===== config.mk =====
export PLATFORM = sky130hd
export DESIGN_NAME = core_issue_controller_flat
export DESIGN_NICKNAME = d
export VERILOG_FILES = /design/src/rtl/core_issue_if.sv /design/src/rtl/core_issue_controller.sv /design/src/flat_wrapper.sv
export SDC_FILE = /design/constraint.sdc
export NUM_CORES = 1
export LEC_CHECK = 0
export CORE_MARGIN = 5
export CORE_UTILIZATION = 35
export DETAILED_ROUTE_END_ITERATION = 7
export PLACE_DENSITY = 0.62
export SLEW_MARGIN = 20
export SYNTH_ARGS = -nofsm -noshare
export SYNTH_HDL_FRONTEND = slang
export SYNTH_SLANG_ARGS = --single-unit

===== constraint.sdc =====
create_clock -name clk -period 4.15 [get_ports clk]
set_clock_uncertainty 0.2 [all_clocks]
set_input_delay 0.415 -clock clk [delete_from_list [all_inputs] [get_ports clk]]
set_output_delay 0.415 -clock clk [all_outputs]
set_load 0.1 [all_outputs]

===== src/rtl/core_issue_if.sv =====
// Core issue controller bus: program control, Core address/result, run status.
interface core_issue_if #(
  parameter int unsigned ADDRESS_WIDTH  = 10,
  parameter int unsigned DATA_WIDTH     = 18,
  parameter int unsigned INTERVAL_WIDTH = 2
);
  logic                      start;
  logic [ADDRESS_WIDTH-1:0]  base;
  logic [ADDRESS_WIDTH:0]    length;
  logic [INTERVAL_WIDTH-1:0] interval;
  logic                      pause;
  logic [DATA_WIDTH-1:0]     result;
  logic [ADDRESS_WIDTH-1:0]  counter;
  logic                      issue;
  logic                      result_valid;
  logic [DATA_WIDTH-1:0]     result_data;
  logic [ADDRESS_WIDTH-1:0]  result_addr;
  logic                      busy;
  logic                      done;

  modport slave (
    input  start, base, length, interval, pause, result,
    output counter, issue, result_valid, result_data, result_addr, busy, done
  );

  modport master (
    output start, base, length, interval, pause, result,
    input  counter, issue, result_valid, result_data, result_addr, busy, done
  );
endinterface


===== src/rtl/core_issue_controller.sv =====
// Issue stage for the calculator Core: address sequencing, latency-matched
// tag pipe, result capture and run completion.
module core_issue_controller #(
  parameter int unsigned ADDRESS_WIDTH  = 10,
  parameter int unsigned DATA_WIDTH     = 18,
  parameter int unsigned CORE_LATENCY   = 3,
  parameter int unsigned INTERVAL_WIDTH = 2
) (
  input logic         clk,
  input logic         rst_n,
  core_issue_if.slave bus
);
  localparam int unsigned AW  = ADDRESS_WIDTH;
  localparam int unsigned LW  = ADDRESS_WIDTH + 1;
  localparam int unsigned DW  = DATA_WIDTH;
  localparam int unsigned IW  = INTERVAL_WIDTH;
  localparam int unsigned LAT = CORE_LATENCY;

  localparam logic [1:0] ST_IDLE  = 2'd0;
  localparam logic [1:0] ST_ISSUE = 2'd1;
  localparam logic [1:0] ST_DRAIN = 2'd2;

  typedef struct packed {
    logic          vld;
    logic [AW-1:0] addr;
  } tag_t;

  logic [1:0]    state, state_n;
  logic [AW-1:0] addr, addr_n;
  logic [LW-1:0] rem, rem_n;
  logic [IW-1:0] icnt, icnt_n;
  logic [IW-1:0] reload, reload_n;
  logic [AW-1:0] counter, counter_n;
  logic          issue, issue_n;
  logic          busy, busy_n;
  logic          done, done_n;

  logic          do_issue;
  logic [AW-1:0] src_addr;
  logic [LW-1:0] src_rem;
  logic [IW-1:0] src_reload;
  logic          pending;

  tag_t          tags [LAT];
  logic          rv;
  logic [DW-1:0] rdata;
  logic [AW-1:0] raddr;

  function automatic logic [IW-1:0] reload_of(input logic [IW-1:0] iv);
    return (iv == '0) ? '0 : iv - IW'(1);
  endfunction

  // Any tag still behind the oldest one, including the issue now on Counter
  always_comb begin
    pending = issue;
    for (int i = 0; i < int'(LAT) - 1; i++) pending = pending | tags[i].vld;
  end

  // Next-state and registered-output logic; the START edge performs issue 0
  always_comb begin
    state_n    = state;
    addr_n     = addr;
    rem_n      = rem;
    icnt_n     = icnt;
    reload_n   = reload;
    counter_n  = counter;
    issue_n    = 1'b0;
    done_n     = 1'b0;
    do_issue   = 1'b0;
    src_addr   = addr;
    src_rem    = rem;
    src_reload = reload;

    case (state)
      ST_IDLE: begin
        if (bus.start && !busy) begin
          if (bus.length == '0) begin
            done_n = 1'b1;
          end else begin
            do_issue   = 1'b1;
            src_addr   = bus.base;
            src_rem    = bus.length;
            src_reload = reload_of(bus.interval);
          end
        end
      end
      ST_ISSUE: begin
        if (icnt == '0) begin
          do_issue = !bus.pause;
        end else begin
          icnt_n = icnt - IW'(1);
        end
      end
      ST_DRAIN: begin
        if (tags[LAT-1].vld && !pending) begin
          done_n  = 1'b1;
          state_n = ST_IDLE;
        end
      end
      default: state_n = ST_IDLE;
    endcase

    if (do_issue) begin
      counter_n = src_addr;
      issue_n   = 1'b1;
      addr_n    = src_addr + AW'(1);
      rem_n     = src_rem - LW'(1);
      icnt_n    = src_reload;
      reload_n  = src_reload;
      state_n   = (src_rem == LW'(1)) ? ST_DRAIN : ST_ISSUE;
    end

    busy_n = (state_n != ST_IDLE) || (state == ST_DRAIN && done_n);
  end

  // State and control registers
  always_ff @(posedge clk) begin
    if (!rst_n) begin
      state   <= ST_IDLE;
      addr    <= '0;
      rem     <= '0;
      icnt    <= '0;
      reload  <= '0;
      counter <= '0;
      issue   <= 1'b0;
      busy    <= 1'b0;
      done    <= 1'b0;
    end else begin
      state   <= state_n;
      addr    <= addr_n;
      rem     <= rem_n;
      icnt    <= icnt_n;
      reload  <= reload_n;
      counter <= counter_n;
      issue   <= issue_n;
      busy    <= busy_n;
      done    <= done_n;
    end
  end

  // Tag pipe never stalls; the oldest tag qualifies the Core result
  always_ff @(posedge clk) begin
    if (!rst_n) begin
      for (int i = 0; i < int'(LAT); i++) tags[i] <= '0;
      rv    <= 1'b0;
      rdata <= '0;
      raddr <= '0;
    end else begin
      tags[0] <= {issue, counter};
      for (int i = 1; i < int'(LAT); i++) tags[i] <= tags[i-1];
      rv <= tags[LAT-1].vld;
      if (tags[LAT-1].vld) begin
        rdata <= bus.result;
        raddr <= tags[LAT-1].addr;
      end
    end
  end

  assign bus.counter      = counter;
  assign bus.issue        = issue;
  assign bus.result_valid = rv;
  assign bus.result_data  = rdata;
  assign bus.result_addr  = raddr;
  assign bus.busy         = busy;
  assign bus.done         = done;
endmodule


===== src/flat_wrapper.sv =====
// flat-port wrapper written by rule: the top's interface ports become plain ports
module core_issue_controller_flat 
#(
  parameter int unsigned ADDRESS_WIDTH  = 10,
  parameter int unsigned DATA_WIDTH     = 18,
  parameter int unsigned CORE_LATENCY   = 3,
  parameter int unsigned INTERVAL_WIDTH = 2
)
  (clk, rst_n, bus_start, bus_base, bus_length, bus_interval, bus_pause, bus_result, bus_counter, bus_issue, bus_result_valid, bus_result_data, bus_result_addr, bus_busy, bus_done);
  core_issue_if #(.ADDRESS_WIDTH(ADDRESS_WIDTH), .DATA_WIDTH(DATA_WIDTH), .INTERVAL_WIDTH(INTERVAL_WIDTH)) bus_i ();
  input logic clk;
  input logic rst_n;
  input wire logic [$bits(bus_i.start)-1:0] bus_start;
  input wire logic [$bits(bus_i.base)-1:0] bus_base;
  input wire logic [$bits(bus_i.length)-1:0] bus_length;
  input wire logic [$bits(bus_i.interval)-1:0] bus_interval;
  input wire logic [$bits(bus_i.pause)-1:0] bus_pause;
  input wire logic [$bits(bus_i.result)-1:0] bus_result;
  output wire logic [$bits(bus_i.counter)-1:0] bus_counter;
  output wire logic [$bits(bus_i.issue)-1:0] bus_issue;
  output wire logic [$bits(bus_i.result_valid)-1:0] bus_result_valid;
  output wire logic [$bits(bus_i.result_data)-1:0] bus_result_data;
  output wire logic [$bits(bus_i.result_addr)-1:0] bus_result_addr;
  output wire logic [$bits(bus_i.busy)-1:0] bus_busy;
  output wire logic [$bits(bus_i.done)-1:0] bus_done;
  assign bus_i.start = bus_start;
  assign bus_i.base = bus_base;
  assign bus_i.length = bus_length;
  assign bus_i.interval = bus_interval;
  assign bus_i.pause = bus_pause;
  assign bus_i.result = bus_result;
  assign bus_counter = bus_i.counter;
  assign bus_issue = bus_i.issue;
  assign bus_result_valid = bus_i.result_valid;
  assign bus_result_data = bus_i.result_data;
  assign bus_result_addr = bus_i.result_addr;
  assign bus_busy = bus_i.busy;
  assign bus_done = bus_i.done;
  core_issue_controller #(.ADDRESS_WIDTH(ADDRESS_WIDTH), .DATA_WIDTH(DATA_WIDTH), .CORE_LATENCY(CORE_LATENCY), .INTERVAL_WIDTH(INTERVAL_WIDTH)) u_core (.clk(clk), .rst_n(rst_n), .bus(bus_i));
endmodule

* After elaboration in Yosys (flattened, before gate mapping)
Memory sizes are Yosys's and may differ from the RTL's.
Index checks and enable logic that the tools add are counted.
** Cells by class
- Reduce and logical (&&, ||, !) cells :: 15
- Bitwise logic cells :: 5
- $add $sub $neg :: 4
- Equal/unequal tests :: 4
- Mux-type cells :: 31
** Operators by type and width (number)
- $mux 11 :: 6
- $mux 10 :: 3
- $mux 2 :: 10
- $eq 11x1->1 const B :: 1
- $logic_not 11->1 :: 1
- $sub 11x1->11 const B :: 1
- $add 10x1->10 const B :: 1
- $mux 1 :: 9
- $logic_not 2->1 :: 3
- $or 1x1->1 :: 5
- $pmux 1 s2 :: 2
- $pmux 2 s2 :: 1
- $reduce_bool 2->1 :: 2
- $sub 2x1->2 const B :: 2
- $logic_and 1x1->1 :: 3
- $logic_not 1->1 :: 3
- $eq 2x1->1 const B :: 1
- $eq 2x2->1 const B :: 1
- $ne 2x1->1 const B :: 1
- $reduce_and 2->1 :: 1
- $reduce_or 2->1 :: 1
- $logic_or 1x1->1 :: 1
** Storage, ports and cells
- Memories kept :: 1
- Word-level logic and storage cells :: 72
- Output and inout port bits :: 42
- Memory bits (writable) :: 33
- Input port bits :: 45
- Register bits :: 69
** Memories
- u_core.tags :: depth 3, width 11, read ports 3, clocked after Yosys merged registers in 0, write ports 3, line core_issue_controller.sv:44 : tag_t tags [LAT];

* Depth between registers and ports, before layout
Gate-level depths: netlist of run 1.
- Depth in word-level cells :: 9
- Mapped depth :: 14
- Gate-level depth less buffers :: 11

* Worst setup path after synthesis of run 1
Ideal clock, no wire load.
- Path type :: register to register
- From :: reg u_core.busy, in the netlist u_core.bus.busy
- To :: reg u_core.rem[8]
- Clock period less this slack :: 3.482 ns
- Library setup time :: 0.070 ns
- Path buffers :: 2
- Required time :: 3.880 ns
- Data arrival time :: 3.211 ns
- Stages on the path, launching flop included :: 12
- Slack :: 0.668 ns
- Cells stage by stage :: dfxtp_1 > or4b_4 > a31oi_1 > clkbuf_1 > buf_2 > mux2i_1 > ha_1 > inv_1 > a221oi_1 > nand4_1 > mux2_2 > a21oi_1
** Between the ends
- Longest elaborated chain between the ends :: 5
- Elaborated cells between the ends (all ways) :: 7
- Classes of those cells :: add/sub (1); mux (4); reduce/logical (2)
** RTL lines
- start: declaration :: line core_issue_controller.sv:35 : logic busy, busy_n;
- start signal: assignment :: line core_issue_controller.sv:136 : busy <= busy_n;
- $logic_not 1->1 (*) :: line core_issue_controller.sv:76 : if (bus.start && !busy) begin
- $logic_and 1x1->1 (*) :: line core_issue_controller.sv:76
- $mux 11 :: line core_issue_controller.sv:76
- $mux 11 :: line core_issue_controller.sv:74 : case (state)
- $sub 11x1->11 :: line core_issue_controller.sv:107 : rem_n = src_rem - LW'(1);
- end signal: assignment :: line core_issue_controller.sv:131 : rem <= rem_n;
- end: declaration :: line core_issue_controller.sv:30 : logic [LW-1:0] rem, rem_n;
Every way passes the cells marked *; elsewhere a longest branch is shown, timed or not.
A chain may end at the register's enable or synchronous reset.

* Worst setup path in the final report of run 1
- From :: in bus_length[7]
- To :: reg u_core.rem[8]
** Between the ends
- Longest elaborated chain between the ends :: 5
- Elaborated cells between the ends (all ways) :: 8
- Classes of those cells :: add/sub (1); mux (6); reduce/logical (1)
** RTL lines
- start: declaration :: line flat_wrapper.sv:15 : input wire logic [$bits(bus_i.length)-1:0] bus_length;
- $logic_not 11->1 :: line core_issue_controller.sv:77 : if (bus.length == '0) begin
- $mux 11 :: line core_issue_controller.sv:77
- $mux 11 :: line core_issue_controller.sv:76
- $mux 11 :: line core_issue_controller.sv:74
- $sub 11x1->11 :: line core_issue_controller.sv:107
Parallel ways exist; a longest one is shown, timed or not.

==> run summary, run 1 <==
worst vdd ir: 230 µV
Max Used Layer: met4
# fillers: 1,169
Pre-antenna DRT Iters: 4
Final Non-Filler Cells: 724
Post-synth EDFFs: 0
Critical-path top delay cell: nor4_1
Die W: 121 µm
RePlAce Congestion: 0.821
FP Rows: 40
hold_buf cts: 0
Slew Limit Headroom: 0.328
first-pass GRT wire length: 17.2 mm
status: finished, final reports clean
Hold Vio Cnt, Final: 0
ANT nets after route: 0
Ports: 87
number of global-route vias before repair: 3,474
post-DP HPWL: 7.15 mm
Synth top area share: 0.473
syn_nets: 524
Leak Pwr: 0.00204 µW
Unique masters post-synth: 49
H-tree levels: 3
Slowest Stage Delay on Critical Path: 670 ps
Top FF cell, synth: dfxtp_1
Final nets: 600
IO Port Bufs: 86
M1 wire length: 4.88 mm
worst reg-to-reg path cell count: 9
Via density: 4.87
via count: 3,527
# Max-Cap Violations: 0
Tot GR Track Use: 0.143
Cell Chain, Critical Path: clkdlybuf4s50_1 -> nor4_1 -> a31oi_1 -> mux2i_1 -> ha_1 -> inv_1 -> a221oi_1 -> nand4_1 -> mux2_2 -> a21oi_1
postcts setup bufs: 0
clk buf depth: 2
Inserted Diodes: 0
WL met2: 4.60 mm
met3 WL: 637 µm
synth warn: 0
CP Data Arrival Time: 3550 ps
initial antenna violation count: 0
Yosys reg bits: 102
worst setup path class: primary input to register
Clock Latency Late Sink: 340 ps
Tmin final: 3510 ps
Setup crit start kind: primary input
Hold Path Class: register to register
chip height: 121 µm
fin crit share: 0.845
commonest non-fill, non-tap cell in the layout: dfxtp_1
CP endpoint kind: register
Die ar.: 14,600 µm²
CTS buffer count: 9
Synth area leader: dfxtp_1
most frequent cells in the layout: dfxtp_1 (101), clkdlybuf4s50_1 (86), nor2_1 (61)
Worst-Margin Slew: 1000 ps
# setup viols final: 0
Worst-path clk slew: 80 ps
Post-Route WL: 10.2 mm
layout cells sized above 1: 0.0683
DRC errors left: 0
CTS Sinks: 102
storage element area: 2040 µm²
wire per inst: 14.1 µm
Synth Area per Inst: 9.08 µm²
critical path peak fanout: 6
Post-Syn Area: 4310 µm²
f_max: 285 MHz
CTS tree: built
Placed Cells incl. Taps: 708
Setup WS pre-CTS: 418 ps
effective utilization at floorplan: 0.358
WP data required: 4190 ps
Root Buffer: clkbuf_16
sequential element share of the synthesized area: 0.473
PnR worst setup slack: 642 ps
First DRT Iteration DRCs: 224
synthesis-to-layout area growth: 30.7%
setup tns final: 0 ps
Final Max Slew Viols: 0
worst hold margin: 229 ps
Post-Syn Instances: 475
CTS resizes: 0
largest cells by area after synthesis: dfxtp_1 (47%), mux2i_1 (7.7%), nor2_1 (5.3%), and2_1 (5.1%), nand2_1 (4.1%)
hold depth: 1
grt ovf: 0
area of the multi-input gates: 2140 µm²
asr flop ratio synth: 0
pwr/cell area: 454 nW/µm²
largest net degree at the start of global routing: 67
RSZ-0062 raised after global routing: false
core area: 12,100 µm²
critical path, delay by kind of cell:
| kind | cells | cell delay (ps) |
|---|---|---|
| multiplexers | 2 | 620 |
| AND/OR/NAND/NOR | 2 | 860 |
| buffers and inverters | 2 | 580 |
| adder cells (fa/ha/maj) | 1 | 270 |
| AO/OA/AOI/OAI | 3 | 790 |
logic make-up (layout without fill, tap and decap cells):
group	count (synthesis)	in the layout	synth area share
flip-flops	102	102	0.473
buffers and inverters	35	116	0.0348
AO/OA/AOI/OAI	67	67	0.107
AND/OR/NAND/NOR	207	207	0.238
multiplexers	38	38	0.0896
XOR/XNOR	22	22	0.0447
adder cells (fa/ha/maj)	4	4	0.0116
metal layers:
| layer | GRT usage | vias up |
|---|---|---|
| li1 | - | 1797 |
| met1 | 0.196 | 1599 |
| met2 | 0.227 | 120 |
| met3 | 0.0364 | 11 |
| met4 | 0.0312 | 0 |
| met5 | 0 | - |
power breakdown:
group          switching (µW)  internal [µW]  total [µW]  leakage, µW
clock                     395            427         821     0.000141
combinational             386            231         617      0.00107
sequential               68.1           1050        1120     0.000832
registers in the layout (all words and copies together), names as in the netlist:
signal,flops
u_core.tags,33
u_core.bus.result_data,18
u_core.rem,11
u_core.addr,10
u_core.bus.counter,10
u_core.bus.result_addr,10
u_core.icnt,2
u_core.reload,2
u_core.state,2
u_core.bus.busy,1
u_core.bus.done,1
u_core.bus.issue,1
u_core.bus.result_valid,1
worst paths after layout:
kind	start	endpoint	slack (ps)
max	bus_length[7]	u_core.rem[8]	640
min reg2reg	u_core.tags[0][20]	u_core.tags[0][31]	230
min	u_core.tags[0][20]	u_core.tags[0][31]	230
max reg2reg	u_core.state[1]	u_core.rem[8]	740
synthesized netlist by cell type, types with 3 or more instances:
library cell / n
dfxtp_1: 102
nor2_1: 61
nand2_1: 47
and2_1: 35
mux2i_1: 33
clkbuf_1: 22
a21oi_1: 17
nand3_1: 15
xnor2_1: 12
a211oi_1: 11
nor3_1: 10
xor2_1: 10
nand4_1: 9
a311oi_1: 8
o21ai_0: 8
and3_1: 7
buf_2: 6
inv_1: 5
mux2_2: 5
or3_1: 5
ha_1: 4
nor4_1: 4
o211ai_1: 4
o21a_1: 3
or4_1: 3
per-stage QoR:
| step | util | cell area [µm²] | total power [µW] |
|---|---|---|---|
| 5_1_grt | 0.467 | 5640 | 2680 |
| 3_3_place_gp | 0.442 | 5340 | 1750 |
| 6_report | 0.467 | 5640 | 2560 |
| 2_1_floorplan | - | 4310 | 1570 |
| 3_5_place_dp | 0.442 | 5340 | 1760 |
| 4_1_cts | 0.467 | 5640 | 2590 |
final cells by class:
class	count	area share
Multi-Input combinational cell	338	0.379
Sequential cell	102	0.362
Timing Repair Buffer	95	0.165
Clock buffer	9	0.0400
Tap cell	168	0.0373
Clock inverter	7	0.0131
Inverter	5	0.00355
Power figures use the tool's default switching activity.
==> run 2: changes to the inputs <==
Clock period 4.15 ns to 3.3 ns, I/O delays scaled along.
==> run 2 against run 1 <==
Die area did not move. Non-clock buffer count is 15 higher. Hold slack better by 4.1 ps. Global-route usage up 0.11 points. Core utilization increased by 0.82 points. Critical path depth grew 1. Critical endpoint unchanged. Cell count up 2.1%. Routed wire length is 2.6% higher. Sequential share of layout area is 0.60 points lower. Setup slack worse by 400 ps. Largest power group unchanged. Clock power is 33% higher.
==> run summary, run 2 (synthesized netlist as in run 1, its figures left out) <==
RSZ-0062 raised after global routing: false
layout cells sized above 1: 0.109 (+0.0402)
CTS resizes: 0 (unchanged)
Inserted Diodes: 0 (unchanged)
Worst-Margin Slew: 1000 ps (-4.83 ps)
# setup viols final: 0 (unchanged)
via count: 3,656 (+3.7%)
core area: 12,100 µm² (unchanged)
IO Port Bufs: 86 (unchanged)
# fillers: 1,193 (+2.1%)
max FFs per register: 33 (unchanged)
initial antenna violation count: 0 (unchanged)
worst setup path class: primary input to register
# Max-Cap Violations: 0 (unchanged)
grt ovf: 0 (unchanged)
wire per inst: 14.2 µm (+0.55%)
storage element area: 2040 µm² (about the same)
Slew Limit Headroom: 0.331 (+0.00323)
switching pwr: 1050 µW (+23%)
CTS buffer count: 9 (unchanged)
hold_buf cts: 0 (unchanged)
Pre-antenna DRT Iters: 4 (unchanged)
critical path peak fanout: 9 (+3)
f_max: 327 MHz
fin util: 0.476 (+0.00820)
post-DP HPWL: 7.37 mm (+3.2%)
internal power: 2250 µW (+31%)
number of global-route vias before repair: 3,568 (+2.7%)
most flop-heavy register: u_core.tags
Sw Share: 0.317 (-0.0142)
Flop pwr share: 0.427 (-0.011)
PnR worst setup slack: 239 ps (-402 ps)
Post-Route WL: 10.5 mm (+2.6%)
most frequent cells in the layout: dfxtp_1 (100), clkdlybuf4s50_1 (77), nor2_1 (61)
part of the power in combinational logic: 0.243 (+0.002)
fin crit share: 0.927
CTS tree: built
Die ar.: 14,600 µm² (unchanged)
FP Rows: 40 (unchanged)
Root Buffer: clkbuf_16
CP Data Arrival Time: 3140 ps (-410 ps)
WP data required: 3380 ps (-810 ps)
postcts setup bufs: 0 (unchanged)
Pwr Total: 3300 µW (+29%)
first-pass GRT wire length: 17.2 mm (-0.28%)
Tot GR Track Use: 0.144 (+0.00112)
Final nets: 615 (+2.5%)
clk buf depth: 2 (unchanged)
area of the multi-input gates: 2140 µm² (unchanged)
largest net degree at the start of global routing: 48 (-28%)
DRC errors left: 0 (unchanged)
Setup crit start kind: primary input
Tmin final: 3060 ps
Hold Path Class: register to register
setup tns final: 0 ps (unchanged)
Final Max Slew Viols: 0 (unchanged)
CTS Sinks: 102 (unchanged)
Via density: 4.95 (+1.6%)
clock share of power: 0.330 (+0.009)
commonest non-fill, non-tap cell in the layout: dfxtp_1
pwr/cell area: 575 nW/µm² (+27%)
Setup WS pre-CTS: -22.0 ps (-440 ps)
worst vdd ir: 267 µV (+16%)
Ports: 87 (unchanged)
Hold Vio Cnt, Final: 0 (unchanged)
effective utilization at floorplan: 0.358 (unchanged)
Leak Pwr: 0.00213 µW (+4.6%)
Die W: 121 µm (unchanged)
H-tree levels: 3 (unchanged)
chip height: 121 µm (unchanged)
status: finished, final reports clean
First DRT Iteration DRCs: 226 (+0.89%)
Clock Latency Late Sink: 340 ps (about the same)
synthesis-to-layout area growth: 33.0%
ANT nets after route: 0 (unchanged)
RePlAce Congestion: 0.904 (+10%)
CP endpoint kind: register
Worst-path clk slew: 70 ps (about the same)
## run 2: stage by stage
step	hold WS [ps]	std cells	instance area, µm²
after floorplan	212	475	4310
after global placement	215	723	5430
after detailed placement	218	723	5430
after CTS	234	739	5740
after global routing	239	739	5740
final	233	739	5740
## run 2: cell type report
class	instances	area share
Clock buffer	11	0.0423
Clock inverter	5	0.0113
Inverter	5	0.00327
Multi-Input combinational cell	338	0.372
Sequential cell	102	0.356
Tap cell	168	0.0366
Timing Repair Buffer	110	0.178
## run 2: worst max-delay path: stages
cell	delay [ps]
clkdlybuf4s50_1	470
or4b_4	500
a31oi_1	190
buf_4	210
mux2i_1	260
ha_1	220
inv_1	60
a221oi_1	270
nand4_1	210
mux2_2	310
a21oi_1	110
## run 2: power groups by stage
stage / clock network (µW) / logic, µW / registers, µW
after floorplan: 0 / 390 / 1590
after global placement: 0 / 784 / 1430
after detailed placement: 0 / 795 / 1440
after CTS: 1130 / 799 / 1410
after global routing: 1160 / 869 / 1420
final: 1090 / 800 / 1410
## run 2: path summary, 6_finish.rpt
kind,from,end,slack (ps),depth (start not counted)
hold reg to reg,u_core.tags[0][15],u_core.tags[0][26],230,1
hold / removal,u_core.tags[0][15],u_core.tags[0][26],230,1
setup reg to reg,u_core.state[0],u_core.rem[8],240,10
setup / recovery,bus_start,u_core.rem[8],240,11
## run 2: layer usage
metal | GRT usage | wire length, µm | up-vias
met5 | 0 | 0 | -
met4 | 0.0609 | 206 | 0
met3 | 0.0247 | 616 | 20
met2 | 0.225 | 4620 | 134
met1 | 0.196 | 5020 | 1674
li1 | - | - | 1828
